## src/rtl/pm_loader_pkg.sv

```systemverilog
// Shared types and defaults for the program-memory loader: state encoding,
// default widths, the frame sync marker and small state-class helpers.
package pm_loader_pkg;

  localparam int          DEF_ADDR_W         = 8;
  localparam int          DEF_DATA_W         = 8;
  localparam int          DEF_TIMEOUT_CYCLES = 1024;
  localparam logic [7:0]  DEF_SYNC_BYTE      = 8'hA5;

  typedef enum logic [2:0] {
    IDLE,
    LEN,
    DATA,
    CSUM,
    DONE,
    ERR
  } ldr_state_t;

  // States in which the loader is willing to accept a byte from the stream.
  function automatic logic is_rx_state(input ldr_state_t s);
    return (s == IDLE) || (s == LEN) || (s == DATA) || (s == CSUM);
  endfunction

  // States inside a frame, where a stalled sender must eventually time out.
  function automatic logic is_timed_state(input ldr_state_t s);
    return (s == LEN) || (s == DATA) || (s == CSUM);
  endfunction

endpackage

```

## src/rtl/pm_loader_timeout.sv

```systemverilog
// Idle-cycle watchdog. Counts consecutive enabled cycles without a clear and
// flags expiry on the cycle that would be the TIMEOUT_CYCLES-th idle cycle.
// A clear on that same cycle wins, so a late-but-in-time byte is accepted.
module pm_loader_timeout
  import pm_loader_pkg::*;
#(
  parameter int TIMEOUT_CYCLES = DEF_TIMEOUT_CYCLES
) (
  input  logic i_clk,
  input  logic i_reset,
  input  logic i_clr,
  input  logic i_en,
  output logic o_expired
);

  localparam int CW = (TIMEOUT_CYCLES > 1) ? $clog2(TIMEOUT_CYCLES) : 1;
  localparam logic [CW-1:0] LAST_IDLE = CW'(TIMEOUT_CYCLES - 1);

  logic [CW-1:0] r_idle;

  // Idle counter: held at zero when disabled or cleared, saturates at the last idle value.
  always_ff @(posedge i_clk) begin
    if (i_reset || i_clr || !i_en) begin
      r_idle <= '0;
    end else if (r_idle != LAST_IDLE) begin
      r_idle <= r_idle + CW'(1);
    end
  end

  assign o_expired = i_en && !i_clr && (r_idle == LAST_IDLE);

endmodule

```

## src/rtl/pm_loader.sv

```systemverilog
// Program-memory loader. Receives a framed byte stream (sync, length, data,
// checksum) over valid/ready and writes one instruction per data byte into the
// program RAM write port. The processor is held in reset until a frame whose
// checksum is good has been fully received.
module pm_loader
  import pm_loader_pkg::*;
#(
  parameter int                ADDR_W         = DEF_ADDR_W,
  parameter int                DATA_W         = DEF_DATA_W,
  parameter logic [DATA_W-1:0] SYNC_BYTE      = DATA_W'(DEF_SYNC_BYTE),
  parameter int                TIMEOUT_CYCLES = DEF_TIMEOUT_CYCLES
) (
  input  logic              i_clk,
  input  logic              i_reset,
  input  logic              i_start,
  input  logic [DATA_W-1:0] i_rx_data,
  input  logic              i_rx_valid,
  output logic              o_rx_ready,
  output logic [ADDR_W-1:0] o_pm_wr_addr,
  output logic [DATA_W-1:0] o_pm_wr_data,
  output logic              o_pm_wren,
  output logic              o_cpu_reset,
  output logic              o_load_done,
  output logic              o_load_error
);

  ldr_state_t r_state;
  ldr_state_t w_next;

  logic [ADDR_W-1:0] r_cnt;
  logic [ADDR_W-1:0] r_last;
  logic [DATA_W-1:0] r_sum;

  logic              r_rx_ready;
  logic              r_pm_wren;
  logic [ADDR_W-1:0] r_pm_wr_addr;
  logic [DATA_W-1:0] r_pm_wr_data;
  logic              r_cpu_reset;
  logic              r_load_done;
  logic              r_load_error;

  logic              w_xfer;
  logic              w_timed;
  logic              w_expired;
  logic              w_wr_fire;
  logic              w_sum_ok;
  logic [DATA_W-1:0] w_sum_next;
  logic [ADDR_W-1:0] w_len_last;

  // A byte moves only when the registered ready meets the sender's valid.
  assign w_xfer     = i_rx_valid && r_rx_ready;
  assign w_timed    = is_timed_state(r_state);
  assign w_sum_next = r_sum + i_rx_data;
  assign w_sum_ok   = (w_sum_next == '0);
  // The length byte is turned into the index of the last data byte; zero means a full memory.
  assign w_len_last = (i_rx_data == '0) ? '1 : ADDR_W'(i_rx_data - DATA_W'(1));

  pm_loader_timeout #(
    .TIMEOUT_CYCLES (TIMEOUT_CYCLES)
  ) u_timeout (
    .i_clk     (i_clk),
    .i_reset   (i_reset),
    .i_clr     (w_xfer || i_start),
    .i_en      (w_timed),
    .o_expired (w_expired)
  );

  // Next-state and write-strobe decode; a transfer always beats a simultaneous timeout.
  always_comb begin
    w_next    = r_state;
    w_wr_fire = 1'b0;
    unique case (r_state)
      IDLE: begin
        if (w_xfer && (i_rx_data == SYNC_BYTE)) begin
          w_next = LEN;
        end
      end
      LEN: begin
        if (w_xfer) begin
          w_next = DATA;
        end else if (w_expired) begin
          w_next = ERR;
        end
      end
      DATA: begin
        if (w_xfer) begin
          w_wr_fire = 1'b1;
          if (r_cnt == r_last) begin
            w_next = CSUM;
          end
        end else if (w_expired) begin
          w_next = ERR;
        end
      end
      CSUM: begin
        if (w_xfer) begin
          w_next = w_sum_ok ? DONE : ERR;
        end else if (w_expired) begin
          w_next = ERR;
        end
      end
      DONE, ERR: begin
        w_next = r_state;
      end
      default: begin
        w_next = IDLE;
      end
    endcase
  end

  // State register; start aborts any frame in progress and waits for a new sync byte.
  always_ff @(posedge i_clk) begin
    if (i_reset) begin
      r_state <= IDLE;
    end else if (i_start) begin
      r_state <= IDLE;
    end else begin
      r_state <= w_next;
    end
  end

  // Frame datapath: last-index, write address counter and running checksum.
  always_ff @(posedge i_clk) begin
    if (i_reset || i_start) begin
      r_cnt  <= '0;
      r_last <= '0;
      r_sum  <= '0;
    end else if ((r_state == LEN) && w_xfer) begin
      r_last <= w_len_last;
      r_cnt  <= '0;
      r_sum  <= '0;
    end else if ((r_state == DATA) && w_xfer) begin
      r_cnt  <= r_cnt + ADDR_W'(1);
      r_sum  <= w_sum_next;
    end
  end

  // Registered outputs: one-cycle write strobe, handshake ready, sticky status and CPU reset.
  always_ff @(posedge i_clk) begin
    if (i_reset) begin
      r_rx_ready   <= 1'b0;
      r_pm_wren    <= 1'b0;
      r_pm_wr_addr <= '0;
      r_pm_wr_data <= '0;
      r_cpu_reset  <= 1'b1;
      r_load_done  <= 1'b0;
      r_load_error <= 1'b0;
    end else if (i_start) begin
      r_rx_ready   <= 1'b0;
      r_pm_wren    <= 1'b0;
      r_cpu_reset  <= 1'b1;
      r_load_done  <= 1'b0;
      r_load_error <= 1'b0;
    end else begin
      r_rx_ready   <= is_rx_state(w_next);
      r_pm_wren    <= w_wr_fire;
      if (w_wr_fire) begin
        r_pm_wr_addr <= r_cnt;
        r_pm_wr_data <= i_rx_data;
      end
      r_cpu_reset  <= r_cpu_reset && (w_next != DONE);
      r_load_done  <= r_load_done || (w_next == DONE);
      r_load_error <= r_load_error || (w_next == ERR);
    end
  end

  assign o_rx_ready   = r_rx_ready;
  assign o_pm_wren    = r_pm_wren;
  assign o_pm_wr_addr = r_pm_wr_addr;
  assign o_pm_wr_data = r_pm_wr_data;
  assign o_cpu_reset  = r_cpu_reset;
  assign o_load_done  = r_load_done;
  assign o_load_error = r_load_error;

endmodule

```

## config.mk

```make
export PLATFORM = sky130hd
export DESIGN_NAME = pm_loader
export DESIGN_NICKNAME = d
export VERILOG_FILES = /design/src/rtl/pm_loader_pkg.sv /design/src/rtl/pm_loader_timeout.sv /design/src/rtl/pm_loader.sv
export SDC_FILE = /design/constraint.sdc
export NUM_CORES = 1
export LEC_CHECK = 0
export BUFFER_PORTS_ARGS = -buffer_cell sky130_fd_sc_hd__buf_2
export CAP_MARGIN = 10
export CORE_AREA = 2 2 90 92
export DETAILED_ROUTE_END_ITERATION = 10
export DIE_AREA = 0 0 92 94
export PLACE_DENSITY = 0.68
export RECOVER_POWER = 50
export SETUP_SLACK_MARGIN = 0.1
export SKIP_LAST_GASP = 1
export SLEW_MARGIN = 0
export SYNTH_ARGS = -nofsm -noshare
export SYNTH_HDL_FRONTEND = slang
export SYNTH_SLANG_ARGS = --single-unit
```

## constraint.sdc

```tcl
create_clock -name i_clk -period 3.4 [get_ports i_clk]
set_clock_uncertainty 0.2 [all_clocks]
set_input_delay 0.34 -clock i_clk [delete_from_list [all_inputs] [get_ports i_clk]]
set_output_delay 0.34 -clock i_clk [all_outputs]
set_load 0.03 [all_outputs]
```

==> results.md <==
- RSZ-0062 raised after global routing: false
- Post-synthesis cell area: 2970 sq um
- CTS Buffer Depth: 2
- Clk sinks: 58
- Gr ovfl total: 0
- Worst-Margin Slew: 948 ps
- Hold Crit Endpoint: r_last[0]
- Post-synth ARST share: 0
- R2r worst-path depth: 8
- Mux cell area share after synthesis: 0.0135
- Clock insertion delay at the later pin of the skew report: 340 ps
- I/O pins: 33
- Hold_sp: i_rx_data[0]
- Worst VDD drop: 0.000257 V
- Most common cell after layout, fill and taps aside: dfxtp_1
- Max-Cap Viols: 0
- Yosys Warn Count: 0
- Power Density: 431 nW/um^2
- Cell Int Power: 1.13 mW
- Max Clock Freq: 381 MHz
- Drt via density: 5.26
- WS Path Type: reg -> reg
- Final nets: 402
- Adder-Cell Fraction of Synth Area: 0.0574
- Compound-gate portion of the synthesized area: 0.202
- Worst slack at placement: 580 ps
- Vias after detailed routing: 2545
- Diode count: 0
- Switch share: 0.220
- Syn Inst Count: 348
- Net count after synthesis: 373
- Reg-to-reg slack, setup: 770 ps
- # fillers: 788
- RePlAce Congestion: 0.899
- Largest net degree at the start of global routing: 22
- Arrival time worst endpoint: 2700 ps
- Post-route ant nets: 0
- PortBufs: 32
- Row count: 32
- Mean Syn Cell Area: 8.52 sq um
- Most frequent cells in the layout: dfxtp_1, nand2_1, a21oi_1
- Num CTS Buffers: 9
- Worst hold path depth: 2
- CP Data Required Time: 3470 ps
- Initial DRC Count: 121
- Setup Buffers After CTS: 0
- Initial Util: 0.390
- Register area share after synthesis: 0.391
- Worst Slack Setup Final: 774 ps
- Gr usage total: 0.168
- Max Transition Viols Final: 0
- Die area: 8650 sq um
- CP Capture Type: flop
- CP startpoint kind: flop
- Setup-failing EPs final: 0
- Largest family of logic cells by synthesized area: simple AND/OR/NAND/NOR gates
- Hpwl dp: 5010 microns
- First-pass GRT wire length: 11600 microns
- Outcome: completed
- Root buf cell: clkbuf_8
- Sequential share of power: 0.469
- Min Tclk post-route: 2630 ps
- Worst Hold Class: in -> reg
- Total negative slack: 0 ps
- Final period utilization: 0.772
- EDFF count, synth: 0
- R2R Path End: o_load_done
- Area Overhead vs Synth: 13.6%
- Clock power frac: 0.484
- Synth Area in Simple Gates: 0.218
- Layout cells sized above 1: 0.102
- Synth unique cells: 57
- Hold Buf Count CTS: 0
- Post-Synth XOR/XNOR Area: 0.0818
- R2r startpoint: r_sum[0]
- Post-CTS resize count: 0
- Synthesized flop and latch total: 58
- Hold Vio Cnt, Final: 0
- CTS tree: built
- Comb pwr share: 0.047
- Top FF cell, synth: dfxtp_1
- Sw Pwr: 320 uW
- Slew margin rel.: 0.366
- Pleak: 1.16 nW
- CP max FO: 4
- Detailed Routing Iterations Pass 1: 4
- Clock-pin slew on the worst setup and hold paths: 70 ps
- Die height: 94 microns
- Routed len/inst: 14.2 microns
- Routed Wire Length: 6850 microns
- Die X: 92 microns
- DRC viols: 0
- Vias in the first global route: 2486
- Initial antenna violation count: 0
- H-tree levels: 3
- Core ar.: 7610 sq um
## final cells by class
class | instances | area (sq um) | area share
sequential | 58 | 1160 | 0.344
clock buffer | 11 | 141 | 0.0419
clock inverter | 5 | 77.6 | 0.0230
timing repair buffer | 35 | 153 | 0.0453
multi-input combinational | 268 | 1690 | 0.502
tap | 102 | 128 | 0.0379
inverter | 5 | 18.8 | 0.00557
## logic make-up (layout without fill, tap and decap cells)
family / Yosys count / count (layout)
muxes: 4 / 4
DFF: 58 / 58
buffers and inverters: 22 / 56
and+or+nand+nor: 126 / 126
adders and majority gates: 13 / 13
xor gates and xnor gates: 26 / 26
AOI/OAI and AO/OA: 99 / 99
## through the flow
step,hold WS (ps),std cells,total power [mW],area [sq um],utilization
after floorplan,230,348,0.737,2970,-
after global placement,248,468,0.764,3190,0.419
after detailed placement,253,468,0.764,3190,0.419
after CTS,65.3,484,1.46,3410,0.448
after global routing,91.7,484,1.50,3370,0.443
final,76.1,484,1.45,3370,0.443
## power by group through the flow
stage               Clock (mW)  Combinational (mW)  Sequential, mW
floorplan                    0              0.0400           0.697
global placement             0              0.0680           0.696
detailed placement           0              0.0680           0.696
CTS                      0.714              0.0684           0.681
global route             0.743              0.0741           0.680
finish                   0.703              0.0680           0.681
## worst max path at each step
stage                       startpoint     endpoint  slack [ps]  cells after the start
after global routing          r_sum[0]  o_cpu_reset         680                      8
after CTS                     r_sum[0]  o_load_done         780                      8
after floorplan           i_rx_data[0]  o_load_done         890                      8
after global placement    i_rx_data[0]  o_load_done         650                      9
after detailed placement  i_rx_data[0]  o_load_done         580                      9
final                         r_sum[0]  o_load_done         770                      8
## flip-flops by register name (all words and copies together) (netlist names)
| name | count |
|---|---|
| o_load_error | 1 |
| r_sum | 8 |
| r_cnt | 8 |
| o_load_done | 1 |
| u_timeout.r_idle | 10 |
| o_pm_wr_addr | 8 |
| r_state | 3 |
| o_rx_ready | 1 |
| r_last | 8 |
| o_pm_wr_data | 8 |
| o_cpu_reset | 1 |
| o_pm_wren | 1 |
## critical path, cell delays in order, from the launching register on
cell and delay, ps:
dfxtp_1 310, ha_1 220, fa_1 420, a21o_1 200, a21oi_2 150, xnor2_1 100
a211o_1 310, o41ai_4 440, a32o_1 220
## cell usage after synthesis, drive strengths merged, types with 7 or more instances
master / n / area, sq um
a21oi: 42 / 214
clkbuf: 15 / 76.3
dfxtp: 58 / 1160
ha: 12 / 150
nand2: 43 / 161
nor2: 25 / 93.8
nor3: 11 / 55.1
o21ai: 31 / 163
xnor2: 18 / 158
xor2: 7 / 61.3
## layer usage
layer / global-route usage / part of all wire / up-vias
met3: 0.0530 / 0.040 / 11
li1: - / - / 1300
met1: 0.196 / 0.45 / 1188
met5: 0 / 0 / -
met4: 0.0510 / 0.015 / 0
met2: 0.295 / 0.50 / 46
Power figures use the tool's default switching activity.
